**config.mk**
```make
export PLATFORM = sky130hd
export DESIGN_NAME = pipe_stage_reg
export DESIGN_NICKNAME = d
export VERILOG_FILES = /design/src/rtl/pipe_pkg.sv /design/src/rtl/pipe_bubble_cnt.sv /design/src/rtl/pipe_stage_reg.sv
export SDC_FILE = /design/constraint.sdc
export NUM_CORES = 1
export LEC_CHECK = 0
export ABC_AREA = 1
export CORE_UTILIZATION = 41
export DETAILED_ROUTE_END_ITERATION = 16
export GPL_ROUTABILITY_DRIVEN = 0
export PLACE_DENSITY = 0.85
export SLEW_MARGIN = 20
export SYNTH_ARGS = -nofsm -noshare
export SYNTH_HDL_FRONTEND = slang
export SYNTH_SLANG_ARGS = --single-unit
```
**constraint.sdc**
```tcl
create_clock -name clk -period 1.8 [get_ports clk]
set_clock_uncertainty 0.15 [all_clocks]
set_input_delay 0.27 -clock clk [delete_from_list [all_inputs] [get_ports clk]]
set_output_delay 0.27 -clock clk [all_outputs]
set_load 0.01 [all_outputs]
```
**src/rtl/pipe_pkg.sv**
```systemverilog
`default_nettype none
// ============================================================================
//  Module   : pipe_pkg
//  Purpose  : Shared types and defaults for the pipeline stage register
//             family: stage occupancy enum, default NOP/bubble payload and
//             default performance-counter width.
//  Ports    : none (package)
//  Revision : 1.0  initial release
// ============================================================================
package pipe_pkg;

  // Stage occupancy. FULL is only reachable when the skid entry exists.
  typedef enum logic [1:0] {
    ST_EMPTY = 2'd0,
    ST_BUSY  = 2'd1,
    ST_FULL  = 2'd2
  } pipe_state_e;

  // Widest supported payload; the default bubble is sliced from this.
  localparam int           PIPE_DATA_W_MAX = 256;
  localparam logic [255:0] PIPE_NOP_DEF    = '0;

  // Default width of the bubble performance counter.
  localparam int           PIPE_CNT_W_DEF  = 16;

endpackage : pipe_pkg
`default_nettype wire

```
**src/rtl/pipe_bubble_cnt.sv**
```systemverilog
`default_nettype none
// ============================================================================
//  Module   : pipe_bubble_cnt
//  Purpose  : Saturating event counter with synchronous clear. Shared by the
//             pipeline performance counters.
//  Ports    : clk   in   rising-edge clock
//             reset in   asynchronous active-low reset, clears count
//             clr   in   synchronous clear, wins over inc
//             inc   in   count one event this cycle
//             cnt   out  CNT_W current count, sticks at all-ones
//  Revision : 1.0  initial release
// ============================================================================
module pipe_bubble_cnt
  import pipe_pkg::*;
#(
  parameter int CNT_W = PIPE_CNT_W_DEF
) (
  input  logic             clk,
  input  logic             reset,
  input  logic             clr,
  input  logic             inc,
  output logic [CNT_W-1:0] cnt
);

  localparam logic [CNT_W-1:0] c_CNT_MAX = '1;
  localparam logic [CNT_W-1:0] c_CNT_ONE = {{(CNT_W-1){1'b0}}, 1'b1};

  logic [CNT_W-1:0] r_cnt;

  always_ff @(posedge clk or negedge reset) begin
    if (!reset) begin
      r_cnt <= '0;
    end else if (clr) begin
      r_cnt <= '0;
    end else if (inc && (r_cnt != c_CNT_MAX)) begin
      r_cnt <= r_cnt + c_CNT_ONE;
    end
  end

  assign cnt = r_cnt;

endmodule : pipe_bubble_cnt
`default_nettype wire

```
**src/rtl/pipe_stage_reg.sv**
```systemverilog
`default_nettype none
// ============================================================================
//  Module   : pipe_stage_reg
//  Purpose  : Pipeline stage register with valid/ready handshake, priority
//             flush (bubble insertion), optional two-entry skid buffer and a
//             saturating bubble counter.
//  Config   : PIPE_STAGE_SKID_EN defined   -> two entries, registered in_ready
//             PIPE_STAGE_SKID_EN undefined -> one entry,
//                                             in_ready = !out_valid || out_ready
//  Ports    : clk        in   rising-edge clock
//             reset      in   asynchronous active-low reset
//             flush      in   kill all held entries (highest priority)
//             in_valid   in   upstream offers in_data
//             in_data    in   DATA_W upstream payload
//             in_ready   out  stage accepts a payload this cycle
//             out_valid  out  stage presents a valid payload
//             out_data   out  DATA_W payload, BUBBLE when out_valid=0
//             out_ready  in   downstream consumes out_data
//             cnt_clr    in   synchronous clear of bubble_cnt
//             bubble_cnt out  CNT_W saturating count of delivered bubbles
//  Revision : 1.0  initial release
// ============================================================================
module pipe_stage_reg
  import pipe_pkg::*;
#(
  parameter int                DATA_W = 32,
  parameter logic [DATA_W-1:0] BUBBLE = PIPE_NOP_DEF[DATA_W-1:0],
  parameter int                CNT_W  = PIPE_CNT_W_DEF
) (
  input  logic              clk,
  input  logic              reset,
  input  logic              flush,
  input  logic              in_valid,
  input  logic [DATA_W-1:0] in_data,
  output logic              in_ready,
  output logic              out_valid,
  output logic [DATA_W-1:0] out_data,
  input  logic              out_ready,
  input  logic              cnt_clr,
  output logic [CNT_W-1:0]  bubble_cnt
);

  pipe_state_e       r_state;
  pipe_state_e       w_state_next;
  logic [DATA_W-1:0] r_main;
  logic              w_out_valid;
  logic              w_in_ready;
  logic              w_in_xfer;
  logic              w_out_xfer;
  logic              w_main_from_in;

  assign w_in_xfer  = in_valid && w_in_ready;
  assign w_out_xfer = w_out_valid && out_ready;

  // --------------------------------------------------------------------------
  // State register
  // --------------------------------------------------------------------------
  always_ff @(posedge clk or negedge reset) begin
    if (!reset) begin
      r_state <= ST_EMPTY;
    end else begin
      r_state <= w_state_next;
    end
  end

  // --------------------------------------------------------------------------
  // Next-state logic; flush overrides every transition
  // --------------------------------------------------------------------------
  always_comb begin
    w_state_next = r_state;
    if (flush) begin
      w_state_next = ST_EMPTY;
    end else begin
      case (r_state)
        ST_EMPTY: begin
          if (w_in_xfer) w_state_next = ST_BUSY;
        end
        ST_BUSY: begin
          if (w_out_xfer && !w_in_xfer) begin
            w_state_next = ST_EMPTY;
          end
`ifdef PIPE_STAGE_SKID_EN
          else if (w_in_xfer && !w_out_xfer) begin
            w_state_next = ST_FULL;
          end
`endif
        end
        ST_FULL: begin
          if (w_out_xfer) w_state_next = ST_BUSY;
        end
        default: w_state_next = ST_EMPTY;
      endcase
    end
  end

  // --------------------------------------------------------------------------
  // Output logic; the held payload is masked whenever nothing is valid
  // --------------------------------------------------------------------------
  always_comb begin
    w_out_valid = (r_state != ST_EMPTY);
    out_valid   = w_out_valid;
    out_data    = w_out_valid ? r_main : BUBBLE;
    in_ready    = w_in_ready;
  end

  // Main entry takes fresh input when it is free or being drained this cycle.
  // Loads are suppressed under flush since the entry is discarded anyway.
  assign w_main_from_in = !flush && w_in_xfer &&
                          ((r_state == ST_EMPTY) || w_out_xfer);

`ifdef PIPE_STAGE_SKID_EN
  logic [DATA_W-1:0] r_skid;
  logic              r_in_ready;
  logic              w_main_from_skid;
  logic              w_skid_load;

  assign w_main_from_skid = !flush && (r_state == ST_FULL) && w_out_xfer;
  assign w_skid_load      = !flush && (r_state == ST_BUSY) &&
                            w_in_xfer && !w_out_xfer;

  // in_ready comes straight from a flop so upstream never sees out_ready.
  always_ff @(posedge clk or negedge reset) begin
    if (!reset) begin
      r_in_ready <= 1'b1;
    end else begin
      r_in_ready <= (w_state_next != ST_FULL);
    end
  end
  assign w_in_ready = r_in_ready;

  always_ff @(posedge clk or negedge reset) begin
    if (!reset) begin
      r_main <= BUBBLE;
      r_skid <= BUBBLE;
    end else begin
      if (w_main_from_skid) begin
        r_main <= r_skid;
      end else if (w_main_from_in) begin
        r_main <= in_data;
      end
      if (w_skid_load) begin
        r_skid <= in_data;
      end
    end
  end
`else
  assign w_in_ready = !w_out_valid || out_ready;

  always_ff @(posedge clk or negedge reset) begin
    if (!reset) begin
      r_main <= BUBBLE;
    end else if (w_main_from_in) begin
      r_main <= in_data;
    end
  end
`endif

  // --------------------------------------------------------------------------
  // Bubble counter: downstream was ready but got nothing
  // --------------------------------------------------------------------------
  pipe_bubble_cnt #(
    .CNT_W (CNT_W)
  ) u_bubble_cnt (
    .clk   (clk),
    .reset (reset),
    .clr   (cnt_clr),
    .inc   (!w_out_valid && out_ready),
    .cnt   (bubble_cnt)
  );

endmodule : pipe_stage_reg
`default_nettype wire

```
After elaboration in Yosys (flattened, before gate mapping)
Index checks and enable logic that the tools add are counted.

Reduce and logical (&&, ||, !) cells: 16. Magnitude comparators: 0. Multiply operators: 0. Add/sub/neg operators: 1. Shift operators: 0. Equality and inequality tests: 6. Bitwise logic cells: 0. Muxes and demuxes: 8. Div/mod/pow operators: 0.

Operator list (number): $mux 16 (2); $mux 32 (1); $add 16x1->16 const B (1); $ne 16x16->1 const B (1); $ne 3x3->1 const B (3); $mux 2 (4); $logic_and 1x1->1 (7); $pmux 2 s3 (1); $reduce_bool 2->1 (2); $logic_not 1->1 (3); $reduce_and 3->1 (1); $eq 2x1->1 const B (1); $eq 2x2->1 const B (1); $logic_not 2->1 (1); $logic_or 1x1->1 (2).

Word-level logic and storage cells: 34. Output and inout port bits: 50. Bits of input ports: 38. Register bits: 50. Latch bits: 0. Memories kept: 0. RAM bits: 0. Memory bits (read-only): 0.

Logic depth before layout (Yosys ltp)
Word-level depth: 9. Depth in mapped cells: 10. Depth with buffers taken out: 9.

Hierarchy
From an unflattened synthesis, not the netlist that was laid out.

Cells, all modules: 357. Area total of the unflattened synthesis: 2655.0 sq um.

By module, submodules not included: pipe_stage_reg (times used 1, seq. area each 825.8 sq um, area an instance 1617.8 sq um, cells each 213); pipe_bubble_cnt (times used 1, seq. area each 400.4 sq um, area an instance 1037.2 sq um, cells each 144).

Worst setup path before layout
No wires, ideal clock.

Path kind: reg2reg. Start: register u_bubble_cnt.r_cnt[0], in the netlist u_bubble_cnt.cnt[0]. End: register u_bubble_cnt.r_cnt[2], in the netlist u_bubble_cnt.cnt[2]. Clock period less this slack: 1767 ps. Cell stages (with the launch flop): 11. Path buffers: 1. Slack: 33 ps. Required time: 1529 ps. Data arrival time: 1496 ps. Library setup time: 121 ps. Cell sequence: dfrtp_1 -> ha_1 -> nand2_2 -> nor2_4 -> nand2_4 -> nor2_4 -> o21ai_4 -> clkinv_2 -> buf_6 -> nand2_1 -> nand2_1.

Cells in the longest elaborated chain, start to end: 3. Elaborated cells on any way between the ends: 6. Those cells by class: add/sub: 1; eq/ne: 1; mux: 2; reduce/logical: 2.

Ends and longest elaborated chain: start, declared (line pipe_bubble_cnt.sv:28) `logic [CNT_W-1:0] r_cnt;`; start signal, assigned (line pipe_bubble_cnt.sv:36) `r_cnt <= r_cnt + c_CNT_ONE;`; $add 16x1->16 / $ne 16x16->1 (equally long branches) (line pipe_bubble_cnt.sv:36, pipe_bubble_cnt.sv:35); $mux 16 / $logic_and 1x1->1 (equally long branches) (line pipe_bubble_cnt.sv:35) `end else if (inc && (r_cnt != c_CNT_MAX)) begin`; $mux 16 / $reduce_bool 2->1 (equally long branches).

Several ways; a longest one is shown, not always the timed one. The select of a mux whose other input is x is not followed. A chain may end at the register's enable or synchronous reset.

Final worst setup path
Start: register u_bubble_cnt.r_cnt[0], in the netlist u_bubble_cnt.cnt[0]. End: output bubble_cnt[0].

RTL lines: end, declared (line pipe_stage_reg.sv:40) `output logic [CNT_W-1:0] bubble_cnt`.

No word-level cell between the ends.

==> flow_metrics.env <==
export IMPL_crit_chain="buf_4 -> clkdlybuf4s50_1"
export IMPL_met1_length_mm=2.61
export IMPL_synth_simple_gate_area_share_pct=23.5
export IMPL_grt_max_degree=36
export IMPL_die_w_um=80.4
export IMPL_vias=2237
export IMPL_power_per_cell_area_nw_per_um2=660
export IMPL_relSlewSlack_pct=68.1
export IMPL_r2r_end="u_bubble_cnt.cnt[4]$_DFFE_PN0P_"
export IMPL_dp_hpwl_mm=4.50
export IMPL_status="completed"
export IMPL_synth_distinct_cells=25
export IMPL_required_ns=1.38
export IMPL_max_freq_ghz=0.558
export IMPL_cts_sinks=49
export IMPL_syn_inst=290
export IMPL_grt_usage_pct=19.8
export IMPL_hold_path_class="in2async"
export IMPL_tightest_slew_ns=0.478
export IMPL_netlist_area_leader_share_pct=48.7
export IMPL_path_depth=2
export IMPL_ir_drop_uv=327
export IMPL_cp_start_kind="register"
export IMPL_drt_pre_antenna_iters=4
export IMPL_async_flop_share_pct=100
export IMPL_htreeDepth=2
export IMPL_drtIter0Drc=63
export IMPL_power_leakage_nw=1.96
export IMPL_synth_seq_cells=49
export IMPL_die_h_um=80.4
export IMPL_wl_met3_um=528
export IMPL_fin_nets=429
export IMPL_post_route_cells_drive_above_1_share_pct=10.7
export IMPL_grt_pass1_wl_mm=9.88
export IMPL_setup_viol=0
export IMPL_critPathKind="reg2out"
export IMPL_antenna_left=0
export IMPL_path_max_fanout=3
export IMPL_drv_cap=0
export IMPL_final_util_pct=61.6
export IMPL_synth_largest_area_cell="dfrtp_1"
export IMPL_path_buf_inv=2
export IMPL_antenna_found_initial=0
export IMPL_cts_max_path_buffers=2
export IMPL_viasPerCell=4.80
export IMPL_io_pins=88
export IMPL_n_fill_cell=490
export IMPL_reg2reg_slack_ns=0.11
export IMPL_top_layer_used="met4"
export IMPL_yosysSeqAreaShare_pct=48.7
export IMPL_cp_arrival_ns=1.37
export IMPL_syn_to_final_growth_pct=44.9
export IMPL_synth_edff_count=0
export IMPL_dp_cells=454
export IMPL_critPathCapture="bubble_cnt[0]"
export IMPL_rsz0062_at_grt="true"
export IMPL_worst_skew_pair_late_latency_ns=0.29
export IMPL_critPathTopFamily="buffers and inverters"
export IMPL_dpl_cell_area_um2=3540
export IMPL_grt_pass1_vias=2142
export IMPL_wirelength_mm=6.13
export IMPL_instances_no_fill=466
export IMPL_synth_top_family_by_area="simple AND/OR/NAND/NOR gates"
export IMPL_rows=28
export IMPL_syn_num_nets=329
export IMPL_cts_clk_slew_worst_paths_ns=0.09
export IMPL_p_int_w=0.00176
export IMPL_hold_ws_ns=0.304
export IMPL_synth_mux_area_share_pct=14.3
export IMPL_synth_compound_area_share_pct=2.83
export IMPL_hold_violations=0
export IMPL_seq_power_share_pct=53.8
export IMPL_slowest_delay_ns=0.53
export IMPL_finalCritPeriodShare_pct=99.6
export IMPL_r2r_start="u_bubble_cnt.cnt[0]$_DFFE_PN0P_"
export IMPL_reg2reg_depth=9
export IMPL_diodes=0
export IMPL_synth_adder_area_share_pct=0.497
export IMPL_cts_tree="built"
export IMPL_wl_per_cell_um=13.2
export IMPL_drc=0
export IMPL_power_share_clock_pct=26.7
export IMPL_synthXorXnorAreaFrac_pct=1.04
export IMPL_critical_path_startpoint="u_bubble_cnt.cnt[0]$_DFFE_PN0P_"
export IMPL_cts_buffers=5
export IMPL_fin_area_um2=3650
export IMPL_wl_met2_mm=2.94
export IMPL_endpoint_kind="output pin"
export IMPL_syn_cell_area_um2=2520
export IMPL_portBuffers=87
export IMPL_synth_area_top_cells="dfrtp_1 49%, mux2_1 14%, nand2_1 13%"
export IMPL_start_util_pct=42.5
export IMPL_p_sw_share_pct=27.0
export IMPL_critPathSlowestCell="clkdlybuf4s50_1"
export IMPL_tns_ns=0
export IMPL_fin_crit_ns=1.79
export IMPL_avgSynthCellArea_um2=8.68
export IMPL_cts_root_buf="clkbuf_8"
export IMPL_maxSlewViolCount=0
export IMPL_coreArea_um2=5920
export IMPL_power_frac_comb_pct=19.5
export IMPL_yosysWarnings=0
export IMPL_ys_flop_type="dfrtp_1"
export IMPL_overflow=0
export IMPL_switchingPower_w=0.000651
export IMPL_dieArea_um2=6460
==> sequential cells by signal (all words and copies together) (netlist names) <==
name / flops
r_main: 32
r_state: 1
u_bubble_cnt.cnt: 16
==> through the flow <==
step	power, W	setup slack [ns]
finish	0.00241	0.00725
global route	0.00254	-0.0317
CTS	0.00244	0.0248
detailed placement	0.00183	-0.0827
global placement	0.00180	-0.0486
floorplan	0.00153	0.0328
==> worst reg2reg max path, delay by kind of cell, from the launching register on <==
family          cells  cell delay [ns]
flops               1             0.41
fa+ha+maj           1             0.18
compound gates      1             0.07
simple gates        6             0.60
buf+inv             1             0.18
==> synth_stat cells (2+ instances only) <==
master / number
nand3_1: 18
buf_4: 3
clkbuf_1: 5
a21oi_1: 6
nor2_4: 2
xor2_1: 3
nor2_1: 18
mux2_1: 32
nand2_1: 88
inv_1: 40
dfrtp_1: 49
nand4_1: 8
inv_2: 6
==> routing by layer <==
layer | track usage (%) | vias up
met5 | 0 | -
met4 | 5.18 | 0
met3 | 4.32 | 6
met2 | 35.2 | 93
met1 | 24.0 | 1041
li1 | - | 1097
==> timing repair <==
| item | in CTS | in global routing |
|---|---|---|
| endpoints found under the hold margin | 18 | 0 |
| buffers inserted | 0 | 3 |
| setup endpoints to repair | 35 | 22 |
| resized for setup | 35 | 9 |
| hold buffers | 1 | 0 |
| pin swaps | 0 | 1 |
==> layout by cell type, fill, tap and decap left out <==
master,Yosys,layout
or2_2,1,1
dfrtp_1,49,44
clkbuf_1,5,1
clkinvlp_4,0,2
ha_4,0,1
o21ai_1,1,1
o21bai_1,1,1
clkbuf_8,0,5
dlygate4sd3_1,0,1
nand3_1,18,18
buf_12,0,3
buf_2,0,1
mux2_1,32,32
a21oi_1,6,6
o21ai_4,1,1
o21ai_0,1,1
clkdlybuf4s50_1,0,50
o211ai_1,1,1
inv_2,6,6
buf_4,3,11
nand4_1,8,8
nor2_4,2,2
nand2_1,88,88
dfrtp_2,0,5
nor2_1,18,18
inv_4,0,1
xor2_1,3,3
dlygate4sd2_1,0,34
dlymetal6s2s_1,0,2
inv_1,40,40
nor2_2,1,1
nand2_2,1,1
nand2_4,1,1
==> power groups by stage <==
stage	clock [W]	sequential, W	combinational [W]
after detailed placement	0	0.00132	0.000518
final	0.000643	0.00130	0.000469
after global routing	0.000705	0.00131	0.000521
after global placement	0	0.00131	0.000499
after floorplan	0	0.00130	0.000227
after CTS	0.000670	0.00129	0.000477
==> cells by family after synthesis <==
family,after synthesis
adder cells (fa/ha/maj),1
AND/OR/NAND/NOR,138
flip-flops,49
AO/OA/AOI/OAI,11
XOR/XNOR,3
buffers and inverters,56
multiplexers,32
==> worst min-delay path by stage <==
stage                             endpoint  cells past startpoint   from
floorplan            r_main[0]$_DFFE_PN0P_                      0  reset
global placement    r_main[18]$_DFFE_PN0P_                      1  reset
detailed placement  r_main[14]$_DFFE_PN0P_                      1  reset
CTS                 r_main[15]$_DFFE_PN0P_                      2  reset
global route        r_main[11]$_DFFE_PN0P_                      2  reset
finish              r_main[14]$_DFFE_PN0P_                      2  reset
==> layout make-up <==
| cell class | instances | area [um^2] | area share (%) |
|---|---|---|---|
| Multi-Input combinational cell | 185 | 1070 | 29.4 |
| Tap cell | 75 | 93.8 | 2.57 |
| Clock inverter | 2 | 15.0 | 0.412 |
| Clock buffer | 6 | 72.6 | 1.99 |
| Sequential cell | 49 | 1230 | 33.8 |
| Inverter | 47 | 179 | 4.91 |
| Timing Repair Buffer | 102 | 981 | 26.9 |
No activity file was read; power rests on OpenSTA's default activity.
